File: src/rtl/keccak_iota_stream.sv
// keccak_iota_stream: slice-serial Keccak iota (AddRC) stage with valid/ready stream and one-entry output register
//
// Each accepted slice has bit CENTER_IDX (lane(0,0)) XORed with bit <slice> of the round constant
// of the round latched at the start of the lane. Result appears one cycle later in a registered
// output that holds under backpressure.
//
// Ports:
//   clk, rst, clr      clock, synchronous active-high reset, synchronous flush (same effect as rst)
//   round_idx          round of the lane, sampled on the first slice of each lane
//   in_valid/in_ready  input handshake, in_slice carries SLICE_W bits
//   out_valid/out_ready output handshake, out_slice/out_last/out_round describe the held result
//   busy               lane partially streamed or output pending
//   err                sticky: lane started with an invalid round
//
// Optional feature: define IOTA_LFSR_RC_EN to generate constant bits with the Keccak rc LFSR
// instead of the ROM; lanes must then be streamed in round order (0 re-seeds).
module keccak_iota_stream #(
   parameter int LANE_W     = 64,
   parameter int SLICE_W    = 25,
   parameter int CENTER_IDX = 12,
   parameter int NUM_ROUNDS = 24,
   parameter int ROUND_W    = 5,
   parameter     RC_FILE    = "rc.hex"
) (
   input  logic               clk,
   input  logic               rst,
   input  logic               clr,
   input  logic [ROUND_W-1:0] round_idx,
   input  logic               in_valid,
   output logic               in_ready,
   input  logic [SLICE_W-1:0] in_slice,
   output logic               out_valid,
   input  logic               out_ready,
   output logic [SLICE_W-1:0] out_slice,
   output logic               out_last,
   output logic [ROUND_W-1:0] out_round,
   output logic               busy,
   output logic               err
);
   localparam int CNT_W = (LANE_W > 1) ? $clog2(LANE_W) : 1;
   localparam logic [ROUND_W:0] NR = (ROUND_W+1)'(NUM_ROUNDS);
   typedef enum logic {IDLE, STREAM} state_t;
   // One step of the Keccak rc LFSR, x^8+x^6+x^5+x^4+1
   function automatic logic [7:0] lfsr_step(logic [7:0] l);
      return {l[6:0], 1'b0} ^ (l[7] ? 8'h71 : 8'h00);
   endfunction
   state_t             state_q, state_d;
   logic [CNT_W-1:0]   cnt_q, cnt_d;
   logic [ROUND_W-1:0] round_q, r;
   logic [SLICE_W-1:0] slice_q, slice_d;
   logic [ROUND_W-1:0] oround_q;
   logic               valid_q, last_q, err_q, err_d;
   logic               acc, first, last, in_range, rc_bit, seq_bad;
   assign in_ready = !valid_q || out_ready;
   assign acc      = in_valid && in_ready;
   assign first    = (state_q == IDLE);
   // First slice of a lane uses round_idx directly, later slices the latched round
   assign r        = first ? round_idx : round_q;
   assign last     = (cnt_q == CNT_W'(LANE_W - 1));
   assign in_range = {1'b0, r} < NR;
`ifdef IOTA_LFSR_RC_EN
   logic [7:0] lfsr_q, lfsr_d;
   logic [6:0] bits_q, bits_d, bits_sel;
   // At lane start all 7 lane bits are produced at once; slice 2^j-1 later picks bit j
   always_comb begin
      lfsr_d = (round_idx == '0) ? 8'h01 : lfsr_q;
      bits_d = '0;
      for (int j = 0; j < 7; j++) begin
         bits_d[j] = lfsr_d[0];
         lfsr_d    = lfsr_step(lfsr_d);
      end
      bits_sel = first ? bits_d : bits_q;
      rc_bit   = 1'b0;
      for (int j = 0; j < 7; j++)
         if (6'(cnt_q) == 6'((1 << j) - 1)) rc_bit = bits_sel[j];
      rc_bit  = rc_bit && in_range;
      seq_bad = (round_idx != '0) && (round_idx != round_q + ROUND_W'(1));
   end
   always_ff @(posedge clk) begin
      if (rst || clr) begin
         lfsr_q <= 8'h01;
         bits_q <= '0;
      end else if (acc && first) begin
         lfsr_q <= lfsr_d;
         bits_q <= bits_d;
      end
   end
`else
   function automatic logic [63:0] rc_word(int rnd);
      logic [7:0]  l;
      logic [63:0] w;
      l = 8'h01;
      w = '0;
      for (int t = 0; t < 7 * rnd; t++) l = lfsr_step(l);
      for (int j = 0; j < 7; j++) begin
         w[(1 << j) - 1] = l[0];
         l = lfsr_step(l);
      end
      return w;
   endfunction
   // ROM image equals the standard Keccak constant file; an empty RC_FILE gives an all-zero table
   logic [63:0] rom [NUM_ROUNDS];
   for (genvar i = 0; i < NUM_ROUNDS; i++) begin : g_rom
      assign rom[i] = (RC_FILE == "") ? 64'd0 : rc_word(i);
   end
   assign rc_bit  = in_range && rom[r][6'(cnt_q)];
   assign seq_bad = 1'b0;
`endif
   always_comb begin
      slice_d             = in_slice;
      slice_d[CENTER_IDX] = in_slice[CENTER_IDX] ^ rc_bit;
      cnt_d               = acc ? (last ? '0 : cnt_q + CNT_W'(1)) : cnt_q;
      state_d             = (acc && first && LANE_W > 1) ? STREAM : (acc && last) ? IDLE : state_q;
      err_d               = err_q || (acc && first && (!in_range || seq_bad));
   end
   always_ff @(posedge clk) begin
      if (rst || clr) begin
         state_q  <= IDLE;
         cnt_q    <= '0;
         round_q  <= '0;
         err_q    <= 1'b0;
         valid_q  <= 1'b0;
         slice_q  <= '0;
         last_q   <= 1'b0;
         oround_q <= '0;
      end else begin
         state_q <= state_d;
         cnt_q   <= cnt_d;
         err_q   <= err_d;
         valid_q <= acc || (valid_q && !out_ready);
         if (acc && first) round_q <= round_idx;
         if (acc) begin
            slice_q  <= slice_d;
            last_q   <= last;
            oround_q <= r;
         end
      end
   end
   assign out_valid = valid_q;
   assign out_slice = slice_q;
   assign out_last  = last_q;
   assign out_round = oround_q;
   assign err       = err_q;
   assign busy      = (cnt_q != '0) || valid_q;
endmodule
File: config.mk
export PLATFORM = sky130hd
export DESIGN_NAME = keccak_iota_stream
export DESIGN_NICKNAME = d
export VERILOG_FILES = /design/src/rtl/keccak_iota_stream.sv
export SDC_FILE = /design/constraint.sdc
export NUM_CORES = 1
export LEC_CHECK = 0
export CAP_MARGIN = 15
export CORE_MARGIN = 3
export CORE_UTILIZATION = 46
export CTS_CLUSTER_SIZE = 14
export DETAILED_ROUTE_END_ITERATION = 6
export PLACE_DENSITY = 0.81
export SLEW_MARGIN = 10
export SYNTH_ARGS = -nofsm -noshare
export SYNTH_HDL_FRONTEND = slang
export SYNTH_SLANG_ARGS = --single-unit
File: constraint.sdc
create_clock -name clk -period 3.7 [get_ports clk]
set_clock_uncertainty 0.15 [all_clocks]
set_input_delay 0.555 -clock clk [delete_from_list [all_inputs] [get_ports clk]]
set_output_delay 0.555 -clock clk [all_outputs]
set_load 0.02 [all_outputs]
Word level (Yosys, flattened, before mapping) --
Memories as Yosys holds them, arrays and structs flattened. Index checks and enable logic that the tools add are counted.
Cells by class: divide/modulo/power cells 0, order comparisons 3, bitwise logic cells 3, $add $sub $neg 1, multiply operators 0, equality and inequality tests 1, reduce and logical (&&, ||, !) cells 16, muxes and demuxes 8, shift-type cells 0
Operators with widths (number):
- 2-to-1 mux 64 bit | 2
- < comparator 6 x 7 -> 1 bit (second input constant) | 1
- adder 6 x 1 -> 6 bit (second input constant) | 1
- binary-select mux 1 bit (select 6 bit) | 1
- == test 6 bit (second input constant) | 1
- >= comparator 6 bit (second input constant) | 1
- logical AND 1 bit | 6
- 2-to-1 mux 6 bit | 1
- NOT 5 -> 6 bit | 1
- nonzero test 6 bit | 1
- logical OR 1 bit | 5
- < comparator 5 bit (second input constant) | 1
- 2-to-1 mux 5 bit | 1
- logical NOT 1 bit | 3
- 2-to-1 mux 1 bit | 3
- nonzero test 2 bit | 1
- NOT 1 bit | 1
- bitwise XOR 1 bit | 1
Word-level totals: register bits 45, memory bits (writable) 0, bits in read-only memories 2048, memories kept 1, word-level logic and storage cells 41, bits in latches 0, input bits 35, output and inout port bits 35
Memory list:
- (no name shown) | words 32, bits a word 64, rd ports 1, clocked after memory_dff 0, write ports 0, line 106 | assign rc_bit = in_range && rom[r][6'(cnt_q)];

Longest topological paths before layout --
Gate-level depths: netlist of run 1.
depth in word-level cells 9, gate-level depth with buffers 11, gate-level depth less buffers 10

Worst setup path before layout of run 1 --
No wires, ideal clock.
kind input to register, start point input round_idx[0], end point register slice_q[12], in the netlist out_slice[12], arrival time 2.450 ns, cell stages on the path 9, library setup time 0.088 ns, path slack 1.012 ns, required time 3.462 ns, buffers on the path 0, path through mux2i_1 > inv_1 > ha_1 > mux4_2 > nor2_1 > o22a_1 > nor4b_1 > o21a_1 > nor4_2
Between the ends: word-level cells in the longest chain between the ends 9, elaborated cells on any way between the ends 10, those cells by class order compare (1); mux (5); bitwise (2); reduce/logical (1); memory (1)
RTL lines:
- start, declared | line 28 | input logic [ROUND_W-1:0] round_idx,
- 2-to-1 mux 5 bit * | line 58 | assign r = first ? round_idx : round_q;
- named net r[0] | line 49 | logic [ROUND_W-1:0] round_q, r;
- NOT 5 -> 6 bit (implied by the code) | line 106
- memory (32 x 64 bit)
- 2-to-1 mux 64 bit (implied by the code) (2 in series) | line 106
- binary-select mux 1 bit (select 6 bit) | line 106
- 2-to-1 mux 1 bit (implied by the code) | line 106
- logical AND 1 bit * | line 106
- bitwise XOR 1 bit * | line 111 | slice_d[CENTER_IDX] = in_slice[CENTER_IDX] ^ rc_bit;
- end signal, assigned | line 133 | slice_q <= slice_d;
- end, declared | line 50 | logic [SLICE_W-1:0] slice_q, slice_d;
Mark *: on every way through the listed nets, which the timed path passes. The rest lies on a longest branch. The select of a mux whose other input is x is not followed. A chain may end at the register's enable or synchronous reset.

Final worst setup path of run 1 --
Ends and elaborated chain as after synthesis.

==> results of run 1 <==
-- synth_stat cells, drive strengths merged, types with 2 or more instances --
cell,count,share of area
mux2,2,0.010
nor2,23,0.039
nand4b,2,0.0078
a211oi,6,0.020
nand3,4,0.0090
dfxtp,45,0.40
buf,4,0.014
or2,2,0.0056
nand2,68,0.11
mux2i,11,0.058
xnor2,2,0.0078
inv,9,0.015
o31ai,2,0.0067
xor2,3,0.012
clkbuf,14,0.024
a2111oi,2,0.011
ha,10,0.056
nor4b,2,0.0078
a21oi,40,0.090
o21ai,9,0.020
nand2b,4,0.011
a31oi,3,0.0084
-- power by group --
part / internal [mW] / switching (mW)
combinational: 0.102 / 0.109
sequential: 0.499 / 0.0101
clock: 0.134 / 0.165
-- through the flow --
stage                     utilization  hold WS, ns
after global placement          0.655        0.291
after global routing            0.673        0.324
after detailed placement        0.655        0.296
final                           0.673        0.305
after floorplan                     -        0.303
after CTS                       0.673        0.308
-- per-layer routing --
metal / share of wire / wire length, um / vias up / track usage
met2: 0.48 / 2710 / 60 / 0.313
met3: 0.059 / 338 / 10 / 0.0567
met5: 0 / 0 / - / 0
li1: - / - / 1074 / -
met1: 0.45 / 2550 / 987 / 0.278
met4: 0.017 / 99 / 0 / 0.0893
-- cell families (layout without fill, tap and decap cells) --
| logic type | count (synthesis) | in the layout | synth area share |
|---|---|---|---|
| simple gates | 110 | 110 | 0.211 |
| compound gates | 68 | 68 | 0.180 |
| flops | 45 | 45 | 0.403 |
| buf+inv | 27 | 92 | 0.0526 |
| mux | 14 | 14 | 0.0783 |
| fa+ha+maj | 10 | 10 | 0.0560 |
| xor+xnor | 5 | 5 | 0.0196 |
-- area by class of cell --
type / count / area, sq um
clock inverter: 1 / 7.51
multi-input combinational: 207 / 1220
inverter: 9 / 33.8
clock buffer: 7 / 76.3
timing repair buffer: 75 / 736
fill: 394 / 1480
tap: 65 / 81.3
sequential: 45 / 901
-- state kept, by name, indices dropped and copies added (netlist names) --
name and count:
cnt_q 6, err 1, out_slice 25, out_round 5, out_last 1, state_q 1
round_q 5, out_valid 1
-- tightest hold or removal path: stages (launching register included) --
cell and delay [ns]:
dfxtp_1 0.31, nand2_1 0.05, a21oi_1 0.05
-- worst max path at each step --
stage,startpoint,endpoint,cells after the start
floorplan,round_idx[0],out_slice[12],9
global placement,round_idx[0],out_slice[12],11
detailed placement,round_idx[0],out_slice[12],11
CTS,round_idx[0],out_slice[12],11
global route,round_idx[0],out_slice[12],11
finish,round_idx[0],out_slice[12],11
-- cells in the final DEF, fill, tap and decap left out, types with 5 or more instances in the layout --
cell type / count
clkdlybuf4s50_1: 69
nand2_1: 68
dfxtp_1: 45
a21oi_1: 40
nor2_1: 23
ha_1: 10
mux2i_1: 8
o21ai_0: 8
inv_1: 7
a211oi_1: 6
buf_4: 6
clkbuf_8: 5
==> impl_metrics.tcl, run 1 <==
set metrics [dict create \
    timing.rr.start "state_q" \
    numCtsBuffers 5 \
    min_period_ns 3.24 \
    max_stage_delay_ns 0.46 \
    cts_setup_buffers 0 \
    cts_resized 0 \
    arrival_ns 3.30 \
    ir_drop_uv 301 \
    initialDrtViolationCount 115 \
    power_density_mw_per_mm2 334 \
    place_area_sq_mm 0.00297 \
    synth_edf_count 0 \
    dp_hpwl_um 4080 \
    antenna_cells 0 \
    hp-start "out_slice[10]" \
    design_area_sq_mm 0.00305 \
    seq_area_frac_synth 0.403 \
    required_ns 3.77 \
    die_h_um 75.7 \
    dp_cells 401 \
    crit_chain "clkdlybuf4s50_1 -> mux2i_1 -> inv_1 -> ha_1 -> mux2i_1 -> mux2i_1 -> mux2i_1 -> o21ai_0 -> nor4b_1 -> nor3_1 -> nor4_2" \
    port_buffers 69 \
    critical_path.top_delay_family "multiplexers" \
    start_util 0.493 \
    finalSetupTns_ns 0 \
    synth_seq_cells 45 \
    grt_overflow 0 \
    antenna_found_initial 0 \
    cp_num_buf_inv 2 \
    clockBufferDepth 2 \
    grt_pass1_vias 1956 \
    hold_buffers 0 \
    routabilityCongestion 0.902 \
    rsz0062_at_grt "no" \
    crit_path_end_kind "flip-flop" \
    worstSetupPathType "input pin to flip-flop" \
    cap_violations 0 \
    avgSynthCellArea_sq_um 8.01 \
    status "completed" \
    syn_area_sq_mm 0.00224 \
    insertion_delay_ns 0.30 \
    timing_worst_slew_pin_value_ns 0.823 \
    grt_pass1_wl_um 9110 \
    fin_nets 388 \
    drive_above_1_share 0.0640 \
    cts.htree.levels 2 \
    reg2reg_depth 10 \
    drc 0 \
    setup_viol 0 \
    cpMostUsedCell "mux2i_1" \
    fp.dieArea_sq_mm 0.00573 \
    area_growth_pct 36.5 \
    ys_warn_count 0 \
    place_ws_ns 0.213 \
    pin_count 70 \
    via_count 2131 \
    maxSlewViolCount 0 \
    die_width_um 75.7 \
    netlist_instances 279 \
    cts_root_buf "clkbuf_8" \
    hp-class "flip-flop to flip-flop" \
    vias_per_cell 5.21 \
    ant_nets 0 \
    period_share 0.874 \
    rows 24 \
    whs_path_depth 2 \
    worstSetupStartpointType "input pin" \
    synthArstFlopShare 0 \
    hold_viol 0 \
    ys_types 43 \
    wl_um 5690 \
    cts.sinks 45 \
    fin_ws_ns 0.465 \
    drt_first_pass_iters 4 \
    slew_headroom 0.451 \
    r2r_end "out_slice[12]" \
    clk_pin_slew_ns 0.08 \
    regToRegSetupSlack_ns 0.66 \
    synth_nets 324 \
    synth_flop_cell "dfxtp_1" \
    p_total_mw 1.02 \
    p_leak_nw 1.13 \
    core-area_sq_mm 0.00453 \
    stdcell_count 409 \
    grtUsageTotal 0.207 \
    grt_max_degree 44 \
    cts_tree "built" \
    cp_max_fo 7 \
    fmax_mhz 309 \
    wl_per_cell_um 13.9 \
    hold_path_end "out_slice[10]" \
    crit_slowest_cell "mux2i_1" \
]
Note: power is estimated with default switching activity, not from simulation.
==> inputs of run 2 (changes only) <==
SLEW_MARGIN = 20   (was 10)
==> results of run 2 <==
No change in the layout: final DEF, timing and power equal those of run 1.
